--- src/rtl/alu_defs_pkg.sv ---
// rtl/alu_defs_pkg.sv - shared widths and issuer state encodings for the ALU operand issuer
package alu_defs;

  localparam int ALU_OPW  = 8;
  localparam int ALU_RESW = 16;

  typedef enum logic [1:0] {
    IDLE  = 2'd0,
    ISSUE = 2'd1,
    WAIT  = 2'd2
  } issuer_state_t;

endpackage

--- src/rtl/alu_resp_fifo.sv ---
// rtl/alu_resp_fifo.sv - synchronous response FIFO with count, power-of-2 depth
module alu_resp_fifo #(
  parameter int WIDTH = 18,
  parameter int DEPTH = 4
) (
  input  logic                       clk,
  input  logic                       rst,
  input  logic                       push,
  input  logic [WIDTH-1:0]           push_data,
  input  logic                       pop,
  output logic [WIDTH-1:0]           pop_data,
  output logic                       empty,
  output logic                       full,
  output logic [$clog2(DEPTH):0]     count
);

  localparam int AW = $clog2(DEPTH);
  localparam int CW = AW + 1;

  logic [WIDTH-1:0] mem [DEPTH];
  logic [AW-1:0]    wptr;
  logic [AW-1:0]    rptr;
  logic [CW-1:0]    cnt;
  logic             do_push;
  logic             do_pop;

  assign empty   = (cnt == '0);
  assign full    = (cnt == CW'(DEPTH));
  assign count   = cnt;
  assign do_push = push && !full;
  assign do_pop  = pop && !empty;
  // Head reads as zero while empty so the response bus is clean after reset.
  assign pop_data = empty ? '0 : mem[rptr];

  always_ff @(posedge clk) begin
    if (do_push && !rst) begin
      mem[wptr] <= push_data;
    end
  end

  always_ff @(posedge clk) begin
    if (rst) begin
      wptr <= '0;
      rptr <= '0;
      cnt  <= '0;
    end else begin
      if (do_push) wptr <= wptr + AW'(1);
      if (do_pop)  rptr <= rptr + AW'(1);
      case ({do_push, do_pop})
        2'b10:   cnt <= cnt + CW'(1);
        2'b01:   cnt <= cnt - CW'(1);
        default: cnt <= cnt;
      endcase
    end
  end

endmodule

--- src/rtl/alu_op_issuer.sv ---
// rtl/alu_op_issuer.sv - issues one operand pair to an ALU unit, waits LATENCY, queues the tagged result
module alu_op_issuer
  import alu_defs::*;
#(
  parameter int LATENCY = 1,
  parameter int DEPTH   = 4,
  parameter int TAG_W   = 2
) (
  input  logic                clk,
  input  logic                rst,
  input  logic                req_valid,
  output logic                req_ready,
  input  logic [ALU_OPW-1:0]  req_a,
  input  logic [ALU_OPW-1:0]  req_b,
  input  logic [TAG_W-1:0]    req_tag,
  output logic [ALU_OPW-1:0]  alu_a,
  output logic [ALU_OPW-1:0]  alu_b,
  output logic                alu_start,
  input  logic [ALU_RESW-1:0] alu_res,
  output logic                rsp_valid,
  input  logic                rsp_ready,
  output logic [ALU_RESW-1:0] rsp_data,
  output logic [TAG_W-1:0]    rsp_tag,
  output logic                busy
);

  localparam int CW = $clog2(DEPTH) + 1;

  issuer_state_t              state;
  issuer_state_t              next_state;
  logic [3:0]                 wait_cnt;
  logic [TAG_W-1:0]           tag_q;
  logic                       accept;
  logic                       capture;
  logic [CW-1:0]              fifo_count;
  logic                       fifo_full;
  logic                       fifo_empty;
  logic [ALU_RESW+TAG_W-1:0]  fifo_head;

  assign accept  = req_valid && req_ready;
  assign capture = (state == WAIT) && (wait_cnt == 4'd1);

  always_ff @(posedge clk) begin
    if (rst) state <= IDLE;
    else     state <= next_state;
  end

  always_comb begin
    next_state = state;
    case (state)
      IDLE:    if (accept) next_state = ISSUE;
      ISSUE:   next_state = WAIT;
      WAIT:    if (wait_cnt == 4'd1) next_state = IDLE;
      default: next_state = IDLE;
    endcase
  end

  always_comb begin
    req_ready = 1'b0;
    alu_start = 1'b0;
    busy      = 1'b1;
    case (state)
      IDLE: begin
        req_ready = (fifo_count < CW'(DEPTH));
        busy      = 1'b0;
      end
      ISSUE:   alu_start = 1'b1;
      default: ;
    endcase
  end

  // Operands hold between accepts; the counter only moves while an op is in flight.
  always_ff @(posedge clk) begin
    if (rst) begin
      alu_a    <= '0;
      alu_b    <= '0;
      tag_q    <= '0;
      wait_cnt <= '0;
    end else begin
      if (accept) begin
        alu_a <= req_a;
        alu_b <= req_b;
        tag_q <= req_tag;
      end
      if (state == ISSUE)     wait_cnt <= 4'(LATENCY);
      else if (state == WAIT) wait_cnt <= wait_cnt - 4'd1;
    end
  end

  alu_resp_fifo #(
    .WIDTH (ALU_RESW + TAG_W),
    .DEPTH (DEPTH)
  ) u_fifo (
    .clk       (clk),
    .rst       (rst),
    .push      (capture),
    .push_data ({alu_res, tag_q}),
    .pop       (rsp_ready),
    .pop_data  (fifo_head),
    .empty     (fifo_empty),
    .full      (fifo_full),
    .count     (fifo_count)
  );

  assign rsp_valid           = !fifo_empty;
  assign {rsp_data, rsp_tag} = fifo_head;

  // Accept requires space and nothing else pushes while in flight, so capture never meets a full FIFO.
  a_no_overflow: assert property (@(posedge clk) disable iff (rst) !(capture && fifo_full));

endmodule

--- config.mk ---
export PLATFORM = sky130hd
export DESIGN_NAME = alu_op_issuer
export DESIGN_NICKNAME = d
export VERILOG_FILES = /design/src/rtl/alu_defs_pkg.sv /design/src/rtl/alu_resp_fifo.sv /design/src/rtl/alu_op_issuer.sv
export SDC_FILE = /design/constraint.sdc
export NUM_CORES = 1
export LEC_CHECK = 0
export CORE_ASPECT_RATIO = 0.9
export CORE_MARGIN = 2
export CORE_UTILIZATION = 52
export DETAILED_ROUTE_END_ITERATION = 12
export PLACE_DENSITY = 0.87
export SYNTH_ARGS = -nofsm -noshare
export SYNTH_HDL_FRONTEND = slang
export SYNTH_SLANG_ARGS = --single-unit
export TNS_END_PERCENT = 20
--- constraint.sdc ---
create_clock -name clk -period 3.1 [get_ports clk]
set_clock_uncertainty 0.1 [all_clocks]
set_input_delay 0.62 -clock clk [delete_from_list [all_inputs] [get_ports clk]]
set_output_delay 0.62 -clock clk [all_outputs]
set_load 0.1 [all_outputs]
==> implementation parameters <==
Parameter                              Value

Outcome
  Result of the run ... finished clean

Clock network
  Clock transition at path regs ... 0.09 ns
  Clk_lat worst skew ... about 0.36 ns
  Clock Tree Root ... clkbuf_8
  CTS hold repair buffers ... 0
  Post-cts sizing count ... 0
  Clock Path Buffers ... 2
  Clock sink total ... 105
  Num CTS Buffers ... 9
  Buffers inserted by post-CTS timing repair ... 0
  CTS tree ... yes
  Depth of the CTS H-tree ... 3

Power
  Net Sw Power ... 1.51 mW
  IR Drop Worst-Case VDD ... 0.000705 V
  LEAKAGE ... 1.92 nW
  Relative contribution of combinational cells to total power ... between 30% and 40%
  Power density over the cells ... 697 nW/µm²
  Portion of total power attributed to the clock network ... 20.3%
  Proportion of power drawn by flip-flops and latches ... between 40% and 50%
  Int Power ... 2.30 mW
  Switching portion of total power ... 39.6%

Cells and area
  Area grow syn2layout ... 27.8%
  Final layout net count ... 418
  Final standard cell utilization of the core ... 68.1%
  Number of antenna repair diodes ... 0
  Filler cell count ... ~560
  Post-route non-filler standard cell count ... about 470
  Share of layout cells above drive strength 1 ... 22.5%

Placement
  DP HPWL ... about 5300 µm
  Count of input and output buffers ... 75
  GPL Wtd Cong ... approximately 0.73
  Total placed cells including tap cells ... 456

Logic synthesis
  Net Count, Synth ... 335
  Synthesized netlist cell count ... 285
  Yosys cell types ... ~40
  Sequential-to-total area share from yosys stat ... 65.9%
  Number of warnings issued by yosys ... 0
  Syn_area_per_cell ... 15.0 µm²
  Number of flip-flops and latches in the synthesized netlist ... 105
  Total standard cell area after synthesis ... 4280 µm²

Drt
  Average vias per placed instance ... 5.32
  Routed vias ... between 2,000 and 3,000
  Routed wire length ... 7560 µm
  Post-DR wirelength/cell ... 16.0 µm
  Detailed Route Iter0 Violations ... 128
  DRC violation count after routing ... 0
  First-pass iteration count of the detailed router ... 4
  Antenna-violating nets left ... 0

Timing
  Period minus WS final ... 2.67 ns
  Final number of max-transition violations ... 0
  Unrepaired setup endpoints after global routing ... false
  Total negative slack for setup checks ... 0 ns
  Endpoints failing hold ... 0
  Part of the cycle the worst path needs ... between 80% and 90%
  Tightest Pin Transition ... approximately 0.62 ns
  Max Clock Freq ... 0.375 GHz
  Worst Hold Margin ... about 0.36 ns
  Final count of negative-setup-slack endpoints ... 0
  Worst relative slew slack ... 58.4%

Floorplanning
  Chip height ... 90.1 µm
  Starting utilization of the core area ... 53.3%
  Ports ... 76
  Number of core rows ... 31
  Total Die Area ... 8980 µm²
  Area inside the core boundary ... 8030 µm²
  Die outline width ... 99.7 µm

Worst setup path
  Cell depth of the worst flop-to-flop path ... 10
  Critical path required time ... 2.38 ns
  Nature of the critical path endpoint ... output pin
  Reg-to-Reg Start ... state[0]$_SDFFE_PP0P_
  Reg2reg setup slack ... 0.59 ns
  Critical Path Source Type ... register
  Type of the worst setup path ... register to output pin
  Data arrival time of the worst path ... slightly below 2 ns
  Terminus of the critical flop-to-flop path ... u_fifo.count[2]$_SDFFE_PP0P_
  Critical path peak fanout ... 18

GRT
  Global-route wire length before repair ... roughly 13,000 µm
  Vias in the first global route ... 2,608
  Remaining global-route overflow ... 0
  Initial antenna violation count ... 0
  Gr usage total ... 18.1%
  Maximum number of pins on one net before global-route repair ... 35

Worst hold path
  Hold path depth ... 2
  Worst min-delay path endpoint ... alu_a[6]$_SDFFE_PP0P_
  Tightest Hold Check Type ... register to register
  Startpoint of the worst hold path ... alu_a[6]$_SDFFE_PP0P_

Run
  Max-cap violations ... 0
-- placed cells by master (no fill, tap or decap), types with 2 or more instances in the layout --
cell type,n
edfxtp_1,72
nand2b_1,4
mux4_1,8
inv_8,2
mux2i_1,2
clkinv_4,2
clkbuf_8,9
nand2_1,38
xor2_1,5
or3_1,2
buf_4,28
a21oi_1,21
nor2b_1,15
dfxtp_1,33
inv_1,12
nor2b_4,3
nor2_1,9
and2_1,4
clkdlybuf4s50_1,37
nor3_1,4
o21ai_0,2
mux4_2,10
buf_12,19
ha_1,11
-- worst max-delay path: stages (launching register included) --
cell and delay, ns:
dfxtp_1 0.32, buf_4 0.31, mux4_1 0.60, nor2b_1 0.17, buf_12 0.18
-- state kept, by name, indices dropped and copies added (netlist names), named ones only --
register / cells
u_fifo.mem: 72
alu_a: 8
alu_b: 8
wait_cnt: 4
u_fifo.count: 3
state: 2
tag_q: 2
u_fifo.rptr: 2
u_fifo.wptr: 2
-- area by class of cell --
cell class              count  area (µm²)  area share (%)
flip-flops and latches    105        2820            51.6
multi-input cells         156        1330            24.4
repair buffers             84         961            17.6
clock buffers               9         124            2.26
well taps                  99         124            2.26
clock inverters             7        60.1            1.10
inverters                  12        45.0           0.823
-- kinds of logic (layout without fill, tap and decap cells) --
logic type	Yosys count	after routing	synth area share [%]
flops	105	105	65.9
simple gates	89	89	11.6
compound gates	29	29	3.97
buf+inv	24	112	2.98
mux	20	20	10.6
fa+ha+maj	12	12	3.68
xor+xnor	6	6	1.23
-- layer usage --
metal,up-vias,wire length (µm),GRT usage [%]
li1,1202,-,-
met1,1217,3210,22.9
met2,88,3800,30.0
met3,4,514,6.38
met4,0,29,4.45
met5,-,0,0
-- power groups by stage --
stage | Sequential, mW | Clock (mW) | Combinational, mW
after global routing | 1.64 | 0.848 | 1.48
after global placement | 1.66 | 0 | 1.39
after detailed placement | 1.66 | 0 | 1.41
final | 1.63 | 0.774 | 1.41
after CTS | 1.63 | 0.798 | 1.42
after floorplan | 1.89 | 0 | 0.812
-- worst max path at each step --
stage,slack (ns),cells after the start,start,end
2_1_floorplan,0.14,4,register,rsp_data[0]
3_3_place_gp,0.50,9,rsp_ready,u_fifo.count[2]$_SDFFE_PP0P_
3_5_place_dp,0.43,9,rsp_ready,u_fifo.count[2]$_SDFFE_PP0P_
4_1_cts,0.39,4,register,rsp_data[8]
5_1_grt,0.31,4,register,rsp_data[6]
6_report,0.43,4,register,rsp_tag[1]
-- metrics by stage --
step,area [µm²],worst slack (ns),total power [mW]
2_1_floorplan,4280,0.144,2.71
3_3_place_gp,5290,0.500,3.05
3_5_place_dp,5290,0.429,3.08
4_1_cts,5470,0.386,3.85
5_1_grt,5470,0.306,3.97
6_report,5470,0.433,3.81
-- cell usage after synthesis --
library cell / number / area, µm²
dfxtp_1: 33 / 661
o21ai_0: 2 / 10.0
o21a_1: 1 / 7.51
a2111oi_0: 1 / 8.76
nor3_1: 4 / 20.0
nor3_4: 1 / 16.3
nand4bb_1: 1 / 11.3
and2_1: 4 / 25.0
and3b_1: 1 / 8.76
o31ai_1: 1 / 7.51
buf_12: 1 / 20.0
buf_1: 1 / 3.75
inv_1: 12 / 45.0
buf_4: 2 / 15.0
nor4b_2: 1 / 15.0
mux2i_1: 2 / 20.0
edfxtp_1: 72 / 2160
a21oi_1: 21 / 105
buf_2: 5 / 25.0
or2_2: 1 / 6.26
nor2_1: 10 / 37.5
mux4_1: 8 / 210
xnor2_1: 1 / 8.76
nand2b_1: 4 / 25.0
ha_1: 11 / 138
nand2_1: 38 / 143
nand3b_2: 1 / 11.3
nor3b_2: 1 / 12.5
buf_6: 1 / 11.3
fa_1: 1 / 20.0
mux4_2: 10 / 225
xor2_1: 5 / 43.8
nor2b_4: 3 / 41.3
o21ba_2: 1 / 10.0
clkbuf_1: 2 / 7.51
nor2b_1: 15 / 93.8
or3b_2: 1 / 8.76
a22oi_2: 1 / 12.5
o311ai_0: 1 / 8.76
or3_1: 2 / 12.5
nor3b_1: 1 / 7.51
No activity file was read; power rests on OpenSTA's default activity.
